===== config.mk =====
export PLATFORM = sky130hd
export DESIGN_NAME = lc3_ctrl_fsm
export DESIGN_NICKNAME = d
export VERILOG_FILES = /design/src/rtl/lc3_ctrl_fsm.sv
export SDC_FILE = /design/constraint.sdc
export NUM_CORES = 1
export LEC_CHECK = 0
export ABC_CLOCK_PERIOD_IN_PS = 5650
export CAP_MARGIN = 20
export CORE_MARGIN = 2
export CORE_UTILIZATION = 53
export DETAILED_ROUTE_END_ITERATION = 7
export PLACE_DENSITY_LB_ADDON = 0.25
export SLEW_MARGIN = 10
export SYNTH_ARGS = -nofsm -noshare
export SYNTH_HDL_FRONTEND = slang
export SYNTH_SLANG_ARGS = --single-unit

===== constraint.sdc =====
create_clock -name clk -period 5.65 [get_ports clk]
set_input_delay 0.8475 -clock clk [delete_from_list [all_inputs] [get_ports clk]]
set_output_delay 0.8475 -clock clk [all_outputs]
set_load 0.01 [all_outputs]

===== src/rtl/lc3_ctrl_fsm.sv =====
// Multi-cycle control sequencer for the LC-3-style core: walks each instruction
// through fetch/decode/execute/indirect/memory phases and owns the shared memory port.
module lc3_ctrl_fsm #(
  parameter int CNT_W   = 16,
  parameter int TIMEOUT = 255
) (
  input  logic             clk,
  input  logic             rst_n,
  input  logic             run_en,
  input  logic [3:0]       opcode,
  input  logic             ir11,
  input  logic             br_taken,
  input  logic             mem_ack,
  output logic             mem_req,
  output logic             mem_we,
  output logic [1:0]       mem_addr_sel,
  output logic             ir_we,
  output logic             mdr_we,
  output logic             pc_we,
  output logic [1:0]       pc_sel,
  output logic             reg_we,
  output logic [1:0]       reg_wr_sel,
  output logic             cc_we,
  output logic [2:0]       state,
  output logic             halted,
  output logic             illegal_op,
  output logic             bus_err,
  output logic [CNT_W-1:0] inst_count
);

  // Memory handshake: mem_req is held until the cycle mem_ack is seen with it;
  // mem_ack without mem_req is ignored. Reset (rst_n=1) suppresses every request and strobe.

  typedef enum logic [2:0] {
    S_FETCH  = 3'd0,
    S_DECODE = 3'd1,
    S_EXEC   = 3'd2,
    S_IND    = 3'd3,
    S_MEM    = 3'd4,
    S_HALT   = 3'd5
  } state_t;

  localparam int WD_W = (TIMEOUT < 2) ? 1 : $clog2(TIMEOUT + 1);
  localparam logic [WD_W-1:0] WD_LAST = (TIMEOUT == 0) ? '0 : WD_W'(TIMEOUT - 1);
  localparam bit WD_ON = (TIMEOUT != 0);

  localparam logic [3:0] OP_BR  = 4'b0000, OP_ADD = 4'b0001, OP_LD  = 4'b0010, OP_ST  = 4'b0011,
                         OP_JSR = 4'b0100, OP_AND = 4'b0101, OP_LDR = 4'b0110, OP_STR = 4'b0111,
                         OP_NOT = 4'b1001, OP_LDI = 4'b1010, OP_STI = 4'b1011, OP_JMP = 4'b1100,
                         OP_LEA = 4'b1110, OP_TRAP = 4'b1111;

  state_t            cur, nxt;
  logic              req_pend;
  logic              mem_store_q, mem_ind_q;
  logic [WD_W-1:0]   wd_cnt;
  logic              bus_err_q;
  logic [CNT_W-1:0]  cnt_q;
  logic              req_raw, ack, wd_expire, retire;
  logic              latch_mem, nxt_store, nxt_ind;

  always_comb begin
    req_raw = 1'b0;
    case (cur)
      S_FETCH:      req_raw = run_en | req_pend;
      S_IND, S_MEM: req_raw = 1'b1;
      default:      req_raw = 1'b0;
    endcase
  end

  assign mem_req   = req_raw & ~rst_n;
  assign ack       = mem_req & mem_ack;
  assign wd_expire = WD_ON && mem_req && !mem_ack && (wd_cnt == WD_LAST);

  always_comb begin
    nxt          = cur;
    mem_we       = 1'b0;
    mem_addr_sel = 2'd0;
    ir_we        = 1'b0;
    mdr_we       = 1'b0;
    pc_we        = 1'b0;
    pc_sel       = 2'd0;
    reg_we       = 1'b0;
    reg_wr_sel   = 2'd0;
    cc_we        = 1'b0;
    illegal_op   = 1'b0;
    retire       = 1'b0;
    latch_mem    = 1'b0;
    nxt_store    = 1'b0;
    nxt_ind      = 1'b0;
    case (cur)
      S_FETCH: begin
        if (ack) begin
          ir_we = 1'b1;
          pc_we = 1'b1;
          nxt   = S_DECODE;
        end
      end
      S_DECODE: nxt = S_EXEC;
      S_EXEC: begin
        nxt = S_FETCH;
        case (opcode)
          OP_ADD, OP_AND, OP_NOT: begin
            reg_we = 1'b1;
            cc_we  = 1'b1;
            retire = 1'b1;
          end
          OP_LEA: begin
            reg_we = 1'b1;
            retire = 1'b1;
          end
          OP_BR: begin
            pc_we  = br_taken;
            pc_sel = 2'd1;
            retire = 1'b1;
          end
          OP_JMP: begin
            pc_we  = 1'b1;
            pc_sel = 2'd2;
            retire = 1'b1;
          end
          OP_JSR: begin
            // R7 captures the old PC in the same cycle the PC is redirected
            reg_we     = 1'b1;
            reg_wr_sel = 2'd2;
            pc_we      = 1'b1;
            pc_sel     = ir11 ? 2'd1 : 2'd2;
            retire     = 1'b1;
          end
          OP_LD, OP_LDR, OP_ST, OP_STR: begin
            latch_mem = 1'b1;
            nxt_store = opcode[0];
            nxt       = S_MEM;
          end
          OP_LDI, OP_STI: begin
            latch_mem = 1'b1;
            nxt_store = opcode[0];
            nxt_ind   = 1'b1;
            nxt       = S_IND;
          end
          OP_TRAP: begin
            retire = 1'b1;
            nxt    = S_HALT;
          end
          default: begin
            illegal_op = 1'b1;
            nxt        = S_HALT;
          end
        endcase
      end
      S_IND: begin
        mem_addr_sel = 2'd1;
        if (ack) begin
          mdr_we = 1'b1;
          nxt    = S_MEM;
        end
      end
      S_MEM: begin
        mem_addr_sel = mem_ind_q ? 2'd2 : 2'd1;
        mem_we       = mem_store_q;
        if (ack) begin
          reg_we     = ~mem_store_q;
          reg_wr_sel = mem_store_q ? 2'd0 : 2'd1;
          cc_we      = ~mem_store_q;
          retire     = 1'b1;
          nxt        = S_FETCH;
        end
      end
      default: nxt = S_HALT;
    endcase
    if (wd_expire) nxt = S_HALT;
    if (rst_n) begin
      mem_we       = 1'b0;
      mem_addr_sel = 2'd0;
      ir_we        = 1'b0;
      mdr_we       = 1'b0;
      pc_we        = 1'b0;
      pc_sel       = 2'd0;
      reg_we       = 1'b0;
      reg_wr_sel   = 2'd0;
      cc_we        = 1'b0;
      illegal_op   = 1'b0;
      retire       = 1'b0;
    end
  end

  always_ff @(posedge clk) begin
    if (rst_n) cur <= S_FETCH;
    else       cur <= nxt;
  end

  always_ff @(posedge clk) begin
    if (rst_n) begin
      req_pend    <= 1'b0;
      mem_store_q <= 1'b0;
      mem_ind_q   <= 1'b0;
      wd_cnt      <= '0;
      bus_err_q   <= 1'b0;
      cnt_q       <= '0;
    end else begin
      req_pend <= (cur == S_FETCH) && mem_req && !mem_ack && !wd_expire;
      wd_cnt   <= (mem_req && !mem_ack) ? wd_cnt + WD_W'(1) : '0;
      if (wd_expire) bus_err_q <= 1'b1;
      if (retire)    cnt_q     <= cnt_q + CNT_W'(1);
      if (latch_mem) begin
        mem_store_q <= nxt_store;
        mem_ind_q   <= nxt_ind;
      end
    end
  end

  assign state      = cur;
  assign halted     = (cur == S_HALT) & ~rst_n;
  assign bus_err    = bus_err_q;
  assign inst_count = cnt_q;

endmodule


==> results.cfg, run 1 <==
[worst_setup_path]
crit_fanout = 15
path_buf_inv = 2
arrival_ps = 2920
rrSetupSlack_ps = 3110
cp_common_cell = clkdlybuf4s50_1
crit_family = buffers and inverters
startpoint_type = input pin
end_kind = output pin
worst-setup-path-type = input pin to output pin
cp_slowest_cell = clkdlybuf4s50_1
cp_slowest_stage_delay_ps = 670
cp_data_required_time_ps = 4800
worstPathCellList = clkdlybuf4s50_1 > nand2b_1 > nor4_1 > o21bai_1 > clkdlybuf4s50_1

[sta]
min_period_ps = 3770
final_hold_viol_count = 0
rsz0062_at_grt = no
clock.fmax_ghz = 0.266
skew_ps = 8.89
maxSlewViolCount = 0
tns_ps = 0
post-route-period-util = 0.667
setup_violations = 0
tightest_slew_ps = 1140
relSlewSlack = 0.238

[pwr]
power_mw = 0.441
p_leak_nw = 0.754
peakVddDrop_v = 0.000152
power.density_nw_per_um2 = 195

[clock_tree]
ctsHoldBuffers = 0
postCtsSetupBuffers = 0
tritoncts = yes
clock_path_buffers = 2
clockRootBuffer = clkbuf_4
clk_pin_slew_worst_paths_ps = 90
ctsHtreeMaxLevel = 2
ctsResizeCount = 0
cts_sinks = 31
insertion_delay_ps = 330
numCtsBuffers = 5

[yosys]
synth_cell_types = 52
yosysMostFrequentCell = dfxtp_1
yosysWarnings = 0
netlist_area_sq_um = 1810
yosys_most_used_dff = dfxtp_1
synth-edff-count = 0
syn_avg_cell_area_sq_um = 8.30
synthesis.instances = 218
synth_nets = 231
synth_top_cell_by_area = dfxtp_1
ys_seq_elements = 31
synthArstFlopShare = 0
synth.top_cell.area_share = 0.343
synth_commonest_cells = dfxtp_1, a21oi_1, nor2_1
seq_area_frac_synth = 0.343
synth_area_leaders = dfxtp_1, a21oi_1, o21ai_0

[routing]
dr.pass1.iters = 4
vias = 1740
finalWirelength_mm = 3.96
wl_per_cell_um = 13.1
routed_via_density = 5.74
ant_nets = 0
drtIter0Drc = 120
drc = 0

[place]
place_congestion = 0.818
port_buffers = 44
post-dp-hpwl_mm = 2.84
placed_area_sq_um = 2190
placedCellCount = 295

[grt]
grt-busiest-layer = met2
grt_util_met3 = 0.0631
grt_overflow_total = 0
grt_max_degree = 30
grtUsageTotal = 0.208
grt_pass1_wl_mm = 6.68
antenna_found_initial = 0
grt_pass1_vias = 1548
use_met1 = 0.263
grt_use_met2 = 0.339

[outcome]
status = finished clean

[layout]
stdcell_area_sq_um = 2260
finalNonFillerCells = 303
antennaDiodeCount = 0
final_layout_size_suffix_gt1_frac = 0.0895
utilization = 0.683
area_growth_pct = 25.0
num-nets-final = 269

[floorplan]
die_w_um = 62.4
num_rows = 21
die_h_um = 62.4
core_sq_um = 3310
start_util = 0.546
pin_count = 45
die_area_sq_um = 3900

[flow_run]
maxCapViolCount = 0

[min_path]
hold_path_class = flip-flop to flip-flop
## stage by stage
step / hold slack [ps] / worst slack, ps
final: 470 / 1880
after global routing: 502 / 1720
after CTS: 478 / 1900
after detailed placement: 456 / 1900
after global placement: 445 / 1990
after floorplan: 430 / 2960
## worst reg2reg max path, stage by stage (launching register included)
cell and delay (ps):
dfxtp_1 530, nor3b_4 420, a21boi_2 260, a32oi_2 300, nor4b_1 550, mux2_2 380
## power by group
| group | total [mW] | switching [mW] | leakage (nW) | internal [mW] |
|---|---|---|---|---|
| Combinational | 0.0638 | 0.0344 | 0.465 | 0.0294 |
| Sequential | 0.229 | 0.00702 | 0.250 | 0.222 |
| Clock | 0.148 | 0.0745 | 0.0386 | 0.0732 |
| Total | 0.441 | 0.116 | 0.754 | 0.325 |
## cells by family after synthesis
group	Yosys count	synth area share
XOR/XNOR	4	0.0194
adder cells (fa/ha/maj)	3	0.0207
AND/OR/NAND/NOR	99	0.315
flip-flops	31	0.343
buffers and inverters	20	0.0795
multiplexers	3	0.0173
AO/OA/AOI/OAI	58	0.205
## per-layer routing
layer	vias up	share of wire
li1	887	-
met1	796	0.47
met2	51	0.45
met3	6	0.063
met4	0	0.012
met5	-	0
## layout by cell type, fill, tap and decap left out, types with 2 or more instances in the layout
| master | synthesis | final |
|---|---|---|
| mux2i_1 | 2 | 2 |
| nor4b_1 | 2 | 2 |
| or3_2 | 6 | 6 |
| or4_1 | 5 | 5 |
| nand2_1 | 9 | 9 |
| nor3b_1 | 3 | 3 |
| o31ai_1 | 5 | 5 |
| or3_1 | 8 | 8 |
| o21bai_1 | 2 | 2 |
| nand3_1 | 12 | 12 |
| ha_1 | 3 | 3 |
| dfxtp_1 | 31 | 31 |
| nor2_1 | 20 | 20 |
| nor4_1 | 2 | 2 |
| and3_1 | 6 | 6 |
| nand4b_1 | 2 | 2 |
| xor2_1 | 3 | 3 |
| or2_2 | 2 | 2 |
| nor3_1 | 7 | 7 |
| clkbuf_8 | 3 | 2 |
| clkbuf_4 | 0 | 5 |
| nor2b_1 | 2 | 2 |
| inv_1 | 6 | 6 |
| nand4_1 | 6 | 6 |
| o21ai_0 | 16 | 16 |
| a21oi_1 | 22 | 22 |
| clkdlybuf4s50_1 | 0 | 44 |
| a211oi_1 | 2 | 2 |
## registers in the layout, summed over array words and instances (netlist names)
signal and flops:
mem_store_q 1, req_pend 1, mem_ind_q 1, inst_count 16, wd_cnt 8, state 3
bus_err 1
## layout make-up
cell class,count,area [sq um]
clock buffers,8,68.8
multi-input cells,167,1040
inverters,6,22.5
repair buffers,45,448
fillers,281,1050
flip-flops and latches,31,621
well taps,46,57.6
## final timing paths
kind                  start              to  cells past startpoint
setup / recovery      rst_n           pc_we                      5
hold / removal    wd_cnt[0]       wd_cnt[0]                      1
setup reg to reg   state[1]  inst_count[10]                      5
hold reg to reg   wd_cnt[0]       wd_cnt[0]                      1
(Power assumes the default switching activity.)
==> inputs of run 2 (changes only) <==
ABC_CLOCK_PERIOD_IN_PS = 3400   (was 5650)
CORE_UTILIZATION = 44   (was 53)
clock period = 3.4 ns   (was 5.65 ns; I/O delays follow)
==> run 2 against run 1 <==
Compared with the run above: count of clock-buffer cells in the layout down 2; die area increased by 19%; via count fell by 0.98%; design area is 3.4% higher; hold slack worse by 4.9 ps; critical path depth unchanged; flip-flop and latch count unchanged; critical endpoint unchanged; worst setup slack got worse by 1400 ps.
==> results.cfg, run 2 (synthesis gave the netlist of run 1 again) <==
[worst_setup_path]
cp_slowest_cell = clkdlybuf4s50_1
crit_fanout = 9
worst-setup-path-type = input pin to output pin
startpoint_type = input pin
worstPathCellList = clkdlybuf4s50_1 > nand2b_1 > nor4_1 > o21bai_1 > clkdlybuf4s50_1
cp_common_cell = clkdlybuf4s50_1
cp_data_required_time_ps = 2890
path_buf_inv = 2
arrival_ps = 2440
cp_slowest_stage_delay_ps = 590
crit_family = buffers and inverters
end_kind = output pin

[grt]
grt_pass1_wl_mm = 6.72
grtUsageTotal = 0.190
grt_max_degree = 23
grt_use_met2 = 0.291
grt-busiest-layer = met2
grt_util_met3 = 0.0477
use_met1 = 0.255
grt_overflow_total = 0
antenna_found_initial = 0
grt_pass1_vias = 1506

[place]
post-dp-hpwl_mm = 2.83
place_congestion = 0.794
port_buffers = 44
placed_area_sq_um = 2220

[pwr]
power_mw = 0.865
p_sw_frac = 0.241
power.internal_mw = 0.657
peakVddDrop_v = 0.000259
pwr-share-seq = 0.440
power_frac_clock = 0.434
power.density_nw_per_um2 = 370
p_leak_nw = 0.790
switching_power_mw = 0.208
combPwrFrac = 0.125

[clock_tree]
clock_path_buffers = 2
ctsHtreeMaxLevel = 2
insertion_delay_ps = 280
cts_sinks = 31
clk_pin_slew_worst_paths_ps = 60
ctsResizeCount = 0
ctsHoldBuffers = 0
clockRootBuffer = clkbuf_8
numCtsBuffers = 5
postCtsSetupBuffers = 0
tritoncts = yes

[routing]
drtIter0Drc = 147
finalWirelength_mm = 4.02
wl_per_cell_um = 13.0
drc = 0
routed_via_density = 5.56
ant_nets = 0
vias = 1723
dr.pass1.iters = 4

[layout]
layout_commonest_cell = clkdlybuf4s50_1
stdcell_area_sq_um = 2340
layout.area.seq_sq_um = 621
num-nets-final = 272
area_growth_pct = 29.3
final_layout_size_suffix_gt1_frac = 0.104
multi_input_area_sq_um = 1040
largest_reg_flops = 16
antennaDiodeCount = 0
most-common-layout-cells = clkdlybuf4s50_1, dfxtp_1, a21oi_1
fillCellCount = 360

[min_path]
hold_path_class = flip-flop to flip-flop

[sta]
setup_violations = 0
final_hold_viol_count = 0
tightest_slew_ps = 451
min_period_ps = 2950
skew_ps = 4.65
post-route-period-util = 0.869
tns_ps = 0
relSlewSlack = 0.699
rsz0062_at_grt = no
maxSlewViolCount = 0
whs_ps = 465
clock.fmax_ghz = 0.339

[floorplan]
die_h_um = 68.1
die_w_um = 68.1
num_rows = 23
pin_count = 45
die_area_sq_um = 4640
core_sq_um = 3970
start_util = 0.456

[outcome]
status = finished clean

[flow_run]
maxCapViolCount = 0
## run 2: changes by cell type in the layout (fill, tap and decap cells not counted), sizes merged
cell and change:
buf +3, clkbuf -2, clkinv +1, bufinv +1
## run 2: stage by stage
stage          utilization  worst slack (ps)  instances
4_1_cts              0.589               454        310
6_report             0.589               447        310
5_1_grt              0.589               342        310
3_3_place_gp         0.559               524        302
3_5_place_dp         0.559               456        302
2_1_floorplan            -              1310        218
## run 2: path summary, 6_finish.rpt
path	startpoint	to	slack [ps]	depth (start not counted)
worst max-delay path	rst_n	pc_we	450	5
worst min-delay path	wd_cnt[0]	wd_cnt[0]	460	1
worst max register to register	state[1]	inst_count[11]	1090	6
worst min register to register	wd_cnt[0]	wd_cnt[0]	460	1
## run 2: layer usage
layer	vias to the layer above	routed length (um)
met4	0	46
met3	4	264
met2	55	1720
met5	-	0
met1	780	1990
li1	884	-
## run 2: area by class of cell
class                   count  share of cell area
multi-input cells         167               0.447
flip-flops and latches     31               0.265
clock inverters             2              0.0150
repair buffers             48               0.201
well taps                  50              0.0268
inverters                   6             0.00963
clock buffers               6              0.0353
## run 2: power by group through the flow
stage          clock, mW  combinational [mW]  sequential (mW)
6_report           0.376               0.108            0.381
3_3_place_gp           0               0.108            0.389
4_1_cts            0.386               0.108            0.381
3_5_place_dp           0               0.108            0.389
2_1_floorplan          0              0.0768            0.385
5_1_grt            0.405               0.121            0.382
## run 2: worst reg2reg max path: stages, from the launching register on
cell	delay, ps
dfxtp_1	520
nor3b_4	410
a21boi_2	260
a32oi_2	140
buf_4	250
or4_1	510
a21oi_1	150
==> inputs of run 3 (changes only) <==
CORE_ASPECT_RATIO = 1.75   (was default)
CTS_CLUSTER_SIZE = 10   (was default)
SLEW_MARGIN = 20   (was 10)
==> run 3 against run 2 <==
Compared with the run above: worst setup slack better by 4.4 ps; sequential power about the same; sequential share of layout area up 0.45 points; global-route usage up 0.99 points; highest routed layer unchanged.
==> results.cfg, run 3 (synthesis gave the netlist of run 1 again) <==
[sta]
setup_violations = 0
post-route-period-util = 0.867
skew_ps = 7.12
tightest_slew_ps = 481
tns_ps = 0
clock.fmax_ghz = 0.339
min_period_ps = 2950
rsz0062_at_grt = no
relSlewSlack = 0.679
maxSlewViolCount = 0
final_hold_viol_count = 0

[min_path]
min_path_cells = 1
min_to = wd_cnt[0]
hp-start = wd_cnt[0]
hold_path_class = flip-flop to flip-flop

[pwr]
power_mw = 0.761
p_sw_frac = 0.259
switching_power_mw = 0.197
p_leak_nw = 0.771
pwr-share-seq = 0.502
peakVddDrop_v = 0.000199
power.internal_mw = 0.564
power.density_nw_per_um2 = 331
power_frac_clock = 0.352
combPwrFrac = 0.146

[grt]
grt_pass1_vias = 1669
grt_max_degree = 25
antenna_found_initial = 0
grtUsageTotal = 0.200
grt_pass1_wl_mm = 7.09
grt_overflow_total = 0

[clock_tree]
numCtsBuffers = 5
postCtsSetupBuffers = 0
ctsResizeCount = 0
clockRootBuffer = clkbuf_8
tritoncts = yes
cts_sinks = 31
ctsHoldBuffers = 0
ctsHtreeMaxLevel = 2
insertion_delay_ps = 280
clk_pin_slew_worst_paths_ps = 60
clock_path_buffers = 2

[routing]
wl_per_cell_um = 13.7
dr.pass1.iters = 4
drc = 0
vias = 1806
ant_nets = 0
drtIter0Drc = 39
routed_via_density = 5.86
finalWirelength_mm = 4.21

[layout]
most-common-layout-cells = clkdlybuf4s50_1, dfxtp_1, a21oi_1
final_layout_size_suffix_gt1_frac = 0.0962
area_growth_pct = 27.1
num-nets-final = 272
layout_commonest_cell = clkdlybuf4s50_1
largest_reg_flops = 16
antennaDiodeCount = 0

[floorplan]
start_util = 0.463
die_area_sq_um = 4660
pin_count = 45
num_rows = 30
core_sq_um = 3900
die_h_um = 88.8
die_w_um = 52.5

[worst_setup_path]
rrSetupSlack_ps = 1090
worst-setup-path-type = input pin to output pin
ff2ff_path_depth = 6
reg2reg_to = inst_count[6]
arrival_ps = 2440
cp_data_required_time_ps = 2890
reg2reg_from = state[1]
startpoint_type = input pin
end_kind = output pin
crit_fanout = 11

[flow_run]
maxCapViolCount = 0

[place]
port_buffers = 44
place_congestion = 0.833
post-dp-hpwl_mm = 3.19

[outcome]
status = finished clean
## run 3: changes by cell type in the layout (fill, tap and decap cells not counted)
| cell | before | now |
|---|---|---|
| bufinv_16 | 1 | 0 |
| clkbuf_1 | 0 | 2 |
| clkbuf_8 | 6 | 5 |
## run 3: worst max-delay path by stage
stage                     startpoint               to  slack [ps]  cells after the start
after floorplan             state[0]            pc_we        1310                      4
after global placement         rst_n  mem_addr_sel[1]         490                      5
after detailed placement       rst_n            pc_we         470                      5
after CTS                      rst_n            pc_we         460                      5
after global routing           rst_n            pc_we         320                      5
final                          rst_n          mem_req         450                      4
## run 3: cell type report
class / instances / area, sq um
clock buffer: 7 / 76.3
clock inverter: 1 / 5.00
fill: 376 / 1600
inverter: 6 / 22.5
multi-input combinational: 167 / 1040
sequential: 31 / 621
tap: 48 / 60.1
timing repair buffer: 48 / 470
## run 3: worst max-delay path, cell delays in order
cell and delay [ps]:
clkdlybuf4s50_1 620, or3_2 510, o22ai_1 210, clkdlybuf4s50_1 590
## run 3: power by group through the flow
| stage | combinational, mW | clock [mW] | sequential [mW] |
|---|---|---|---|
| 3_5_place_dp | 0.110 | 0 | 0.390 |
| 6_report | 0.111 | 0.268 | 0.382 |
| 4_1_cts | 0.111 | 0.276 | 0.382 |
| 2_1_floorplan | 0.0768 | 0 | 0.385 |
| 5_1_grt | 0.122 | 0.297 | 0.383 |
| 3_3_place_gp | 0.109 | 0 | 0.390 |
## run 3: through the flow
stage / std cells / hold WS (ps) / worst slack (ps) / utilization / cell area [sq um]
after floorplan: 218 / 430 / 1310 / - / 1810
after global placement: 300 / 445 / 495 / 0.568 / 2220
after detailed placement: 300 / 451 / 470 / 0.568 / 2220
after CTS: 308 / 466 / 463 / 0.589 / 2300
after global routing: 308 / 501 / 316 / 0.589 / 2300
final: 308 / 467 / 451 / 0.589 / 2300
## run 3: routing by layer
metal	GRT usage	up-vias	routed length [um]
met1	0.217	838	1700
met5	0	-	0
met3	0.0372	19	159
li1	-	886	-
met2	0.342	63	2170
met4	0.133	0	182
